`config.mk`:
```
export PLATFORM = sky130hd
export DESIGN_NAME = apb_arbiter
export DESIGN_NICKNAME = d
export VERILOG_FILES = /design/src/rtl/apb_arbiter.sv
export SDC_FILE = /design/constraint.sdc
export NUM_CORES = 1
export LEC_CHECK = 0
export ABC_AREA = 1
export BUFFER_PORTS_ARGS = -buffer_cell sky130_fd_sc_hd__buf_2
export CORE_ASPECT_RATIO = 0.6
export CORE_UTILIZATION = 49
export CTS_CLUSTER_SIZE = 28
export DETAILED_ROUTE_END_ITERATION = 7
export GPL_ROUTABILITY_DRIVEN = 0
export MAX_ROUTING_LAYER = met4
export PLACE_DENSITY = 0.94
export SLEW_MARGIN = 20
export SYNTH_ARGS = -nofsm -noshare
export SYNTH_HDL_FRONTEND = slang
export SYNTH_SLANG_ARGS = --single-unit
```
`constraint.sdc`:
```
create_clock -name clk -period 2.5 [get_ports clk]
set_input_delay 0 -clock clk [delete_from_list [all_inputs] [get_ports clk]]
set_output_delay 0 -clock clk [all_outputs]
set_load 0.01 [all_outputs]
```
`src/rtl/apb_arbiter.sv`:
```
// apb_arbiter: round-robin two-master APB arbiter; optional ACCESS timeout with APB_ARB_TIMEOUT_EN
module apb_arbiter #(
    parameter int ADDR_WIDTH = 32,
    parameter int DATA_WIDTH = 32,
    parameter int TIMEOUT    = 255
) (
    input  logic                  clk,
    input  logic                  rts,
    input  logic [ADDR_WIDTH-1:0] m0_paddr,
    input  logic [DATA_WIDTH-1:0] m0_pdata,
    input  logic                  m0_psel,
    input  logic                  m0_penable,
    input  logic                  m0_pwrite,
    input  logic [3:0]            m0_pstb,
    output logic [DATA_WIDTH-1:0] m0_prdata,
    output logic                  m0_pready,
    output logic                  m0_perr,
    input  logic [ADDR_WIDTH-1:0] m1_paddr,
    input  logic [DATA_WIDTH-1:0] m1_pdata,
    input  logic                  m1_psel,
    input  logic                  m1_penable,
    input  logic                  m1_pwrite,
    input  logic [3:0]            m1_pstb,
    output logic [DATA_WIDTH-1:0] m1_prdata,
    output logic                  m1_pready,
    output logic                  m1_perr,
    output logic [ADDR_WIDTH-1:0] APB_paddr,
    output logic [DATA_WIDTH-1:0] APB_pdata,
    output logic                  APB_pwrite,
    output logic [3:0]            APB_pstb,
    output logic                  APB_psel,
    output logic                  APB_penable,
    input  logic [DATA_WIDTH-1:0] APB_prdata,
    input  logic                  APB_pready,
    input  logic                  APB_perr,
    output logic [1:0]            grant
);
    typedef enum logic [1:0] {IDLE, SETUP, ACCESS, RESP} state_t;
    state_t state, state_nxt;
    logic [1:0] req, elig, pick;
    logic take, done, tmo, last, perr_q;
    logic unused_ok;
    assign unused_ok = &{1'b0, m0_penable, m1_penable, TIMEOUT[0]};
`ifdef APB_ARB_TIMEOUT_EN
    localparam int CW = (TIMEOUT > 255) ? $clog2(TIMEOUT + 1) : 8;
    logic [CW-1:0] cnt;
    // count ACCESS cycles; held at zero everywhere else so each ACCESS starts fresh
    always_ff @(posedge clk) begin
        cnt <= (rts || state != ACCESS) ? '0 : cnt + 1'b1;
    end
    assign tmo = (state == ACCESS) && (cnt == CW'(TIMEOUT - 1));
`else
    assign tmo = 1'b0;
`endif
    // arbitration, next state and combinational port outputs
    always_comb begin
        req         = {m1_psel, m0_psel};
        elig        = (state == RESP) ? (req & ~grant) : req;
        pick        = (elig == 2'b11) ? (last ? 2'b01 : 2'b10) : elig;
        take        = (state == IDLE || state == RESP) && (elig != 2'b00);
        done        = (state == ACCESS) && (APB_pready || tmo);
        state_nxt   = take ? SETUP :
                      (state == SETUP) ? ACCESS :
                      done ? RESP :
                      (state == RESP) ? IDLE : state;
        APB_psel    = (state == SETUP) || (state == ACCESS);
        APB_penable = (state == ACCESS);
        m0_pready   = (state == RESP) && grant[0] && m0_psel;
        m1_pready   = (state == RESP) && grant[1] && m1_psel;
        m0_perr     = m0_pready && perr_q;
        m1_perr     = m1_pready && perr_q;
    end
    // state register, request capture on grant and response capture on completion
    always_ff @(posedge clk) begin
        if (rts) begin
            state      <= IDLE;
            grant      <= 2'b00;
            last       <= 1'b1;
            perr_q     <= 1'b0;
            APB_paddr  <= '0;
            APB_pdata  <= '0;
            APB_pwrite <= 1'b0;
            APB_pstb   <= '0;
            m0_prdata  <= '0;
            m1_prdata  <= '0;
        end else begin
            state <= state_nxt;
            if (take) begin
                grant      <= pick;
                last       <= pick[1];
                APB_paddr  <= pick[1] ? m1_paddr : m0_paddr;
                APB_pdata  <= pick[1] ? m1_pdata : m0_pdata;
                APB_pwrite <= pick[1] ? m1_pwrite : m0_pwrite;
                APB_pstb   <= pick[1] ? m1_pstb : m0_pstb;
            end else if (state == RESP) begin
                grant <= 2'b00;
            end
            if (done) begin
                perr_q <= APB_pready ? APB_perr : 1'b1;
                if (grant[0]) m0_prdata <= APB_pready ? APB_prdata : '0;
                if (grant[1]) m1_prdata <= APB_pready ? APB_prdata : '0;
            end
        end
    end
endmodule

```
==> results by group <==
Timing
  • Min Hold Slack: 0.007529 ns
  • Final setup viols: 0
  • Slew HR: 42.24%
  • Tcrit/Tclk final: just under 100%
  • Final hold vios: 0
  • Fmax: 0.4112 GHz
  • Min Clock Period, post-route: 2.432 ns
  • Setup WS post-layout: around 0.068 ns
  • Post-route clock skew: 0.01118 ns
  • Max-slew violations: 0
  • Tightest Pin Transition: 0.8663 ns

Pwr
  • Worst IR Drop VDD: around 0.00053 V
  • Sequential Power Share: 35.7%
  • Overall Power: 7.327 mW
  • Gate power share: 28.2%
  • Internal: 5.013 mW
  • Clock Power Share: 36.1%
  • Leak Pwr: 4.887 nW
  • Net switching share of the total power: a little under a third
  • PwrDens: 729.2 nW/um^2
  • Sw power: 2.314 mW

Cells and area
  • Multi-input combinational cell area: 2594 sq um
  • Design area: 10050 sq um
  • Leading cell types in the layout, fill and taps excluded: buf_2, dlygate4sd3_1, nand2_1, inv_1, dfxtp_1
  • Layout area overhead: 63.10%
  • Fill cells: 666
  • Final nets: 1470
  • Layout cells sized above 1: approximately 28%
  • Commonest non-fill, non-tap cell in the layout: buf_2
  • Register area: 2783 sq um
  • Fin util: between 80% and 90%

Clocking
  • Worst-path clk slew: 0.06 ns
  • Post-CTS setup buffer count: 0
  • Clk Latency, worst-skew pair: 0.41 ns
  • Clock root cell: clkbuf_16
  • CTS tree: built
  • Max clock buf depth: 2
  • Cts bufs inserted: 17
  • H-tree levels: 4
  • CTS sink count: 139

Outcome
  • Status: finished, final reports clean

Routing
  • DRT Pass-1 Iters: 6
  • Routed Antenna Nets: 0
  • DR iter-0 viols: 951
  • Vias per cell: ~5.5
  • Routed WL per cell: about 18 um
  • Vias: 8036
  • DRC violation count after routing: 0
  • Routed WL: approximately 26 mm

Placed design
  • Place WS: about 0.46 ns
  • PortBufs: 316
  • Hpwl dp: 12.61 mm
  • Post-DP Area: 7854 sq um

Logic synthesis
  • Synth Area in Simple Gates: roughly 24%
  • Library cells used by synthesis: 22
  • Seq cells post-synth: around 140
  • Post-synthesis mux area share: 0%
  • Largest family of logic cells by synthesized area: simple AND/OR/NAND/NOR gates
  • Yosys top cell by area: dfxtp_1
  • Compound-Gate Fraction of Synth Area: ~17%
  • Syn avg cell area: about 7.2 sq um
  • XOR/XNOR share of the synthesized area: 0%
  • Post-Synthesis Cells: 855
  • Net Count, Synth: approximately 1000
  • Top area cells in the synthesized netlist: dfxtp_1, a21oi_1, nand2_1
  • Synth Area in Adders: 0.6093%
  • Mapped Area: 6161 sq um
  • Synth top area share: 45.17%
  • Warnings, synthesis: 0
  • Post-synthesis sequential area ratio: 45.17%

Global routing
  • Global route overflow: 0
  • Pin count of the biggest net entering global routing: 74
  • Initial antenna violation count: 0
  • First-pass GRT wire length: 37.78 mm
  • Number of global-route vias before repair: 7751
  • GRT Overall Usage: 38.38%

Setup path
  • Slowest-stage cell, CP: dlygate4sd3_1
  • Crit. End Element: flop
  • WP data arrival: 2.67 ns
  • CP Launch Type: flop
  • Setup CP Type: flop to flop
  • CP max stage delay: 0.58 ns
  • Top cell by count, worst path: nand2_2
  • Crit-path max FO: 27
  • Required @ worst endpoint: 2.74 ns
  • Crit path cell chain: ha_1 -> nand2_2 -> nand3_4 -> nand2_2 -> buf_6 -> nand2_1 -> nand3_1 -> dlygate4sd3_1 -> a21oi_1

Floorplan
  • Row count: 31
  • Die ar.: approximately 13000 sq um
  • CORE AREA: 12140 sq um
  • Initial Util: 50.75%
  • # IOs: roughly 320
  • Die Y-Extent: 88.86 um
  • Chip width: 146.8 um

Min path
  • Worst hold path type: primary input to flop

Job
  • Max_cap viols: 0
[critical path, delay by kind of cell, from the launching register on]
| family | cells | cell delay (ns) |
|---|---|---|
| AO/OA/AOI/OAI | 1 | 0.08 |
| adder cells (fa/ha/maj) | 1 | 0.31 |
| buffers and inverters | 2 | 0.83 |
| flip-flops | 1 | 0.34 |
| AND/OR/NAND/NOR | 5 | 0.72 |
[cell families (layout without fill, tap and decap cells)]
| family | Yosys count | count (layout) |
|---|---|---|
| other | 0 | 1 |
| buffers and inverters | 206 | 652 |
| flip-flops | 139 | 139 |
| AND/OR/NAND/NOR | 302 | 302 |
| adder cells (fa/ha/maj) | 3 | 3 |
| AO/OA/AOI/OAI | 205 | 205 |
[path summary, 6_finish.rpt]
path / start / end / slack, ns / depth (start not counted)
min reg2reg: m1_prdata[22]$_SDFFE_PP0P_ / m1_prdata[22]$_SDFFE_PP0P_ / 0.44 / 2
max: state[0]$_SDFFE_PP0P_ / APB_paddr[4]$_SDFFE_PP0P_ / 0.07 / 9
max reg2reg: state[0]$_SDFFE_PP0P_ / APB_paddr[4]$_SDFFE_PP0P_ / 0.07 / 9
min: m1_paddr[14] / APB_paddr[14]$_SDFFE_PP0P_ / 0.008 / 4
[Yosys cell counts]
cell,instances
nand2_1,148
inv_1,141
dfxtp_1,139
a21oi_1,137
nand3_1,73
nand3b_1,69
clkbuf_1,46
o21ai_0,44
o21ai_1,22
buf_2,11
nor2_1,6
ha_1,3
nor3_1,3
buf_1,2
buf_4,2
buf_6,2
inv_2,2
a211oi_1,1
a21oi_2,1
nand2_2,1
nand3_2,1
nand4_1,1
[cell type report]
type                    count  area share [%]
flip-flops and latches    139           27.69
clock inverters            14           1.930
diodes                      1         0.02490
repair buffers            478           32.91
clock buffers              17           4.234
inverters                 143           5.342
multi-input cells         510           25.81
well taps                 165           2.055
[metal layers]
metal	part of all wire (%)	up-vias	wire length (um)	track usage, %
met5	0	-	0	-
met1	35	3588	9048	40.28
li1	-	3611	-	-
met3	10	166	2620	9.691
met4	5.5	0	1428	26.23
met2	49	671	12690	65.32
[metrics by stage]
stage                 TNS, ns  std cells
detailed placement          0       1283
finish                      0       1467
global route        -0.001383       1466
floorplan                   0        855
global placement            0       1283
CTS                         0       1464
[registers in the layout, summed over array words and instances (netlist names)]
signal	count
perr_q	1
grant	2
APB_pdata	32
state	2
APB_pstb	4
APB_pwrite	1
m1_prdata	32
m0_prdata	32
APB_paddr	32
last	1
[repair_timing]
action	4_1_cts	5_1_grt
hold buffers	150	0
hold endpoints to repair	134	0
resized for setup	0	4
setup endpoints to repair	0	20
[power by group through the flow]
stage	Combinational (mW)	Sequential [mW]	Clock, mW
floorplan	0.835	2.74	0
global placement	1.53	2.62	0
detailed placement	1.56	2.63	0
CTS	1.83	2.59	2.66
global route	2.19	2.63	2.77
finish	2.06	2.62	2.64
Note: power is estimated with default switching activity, not from simulation.
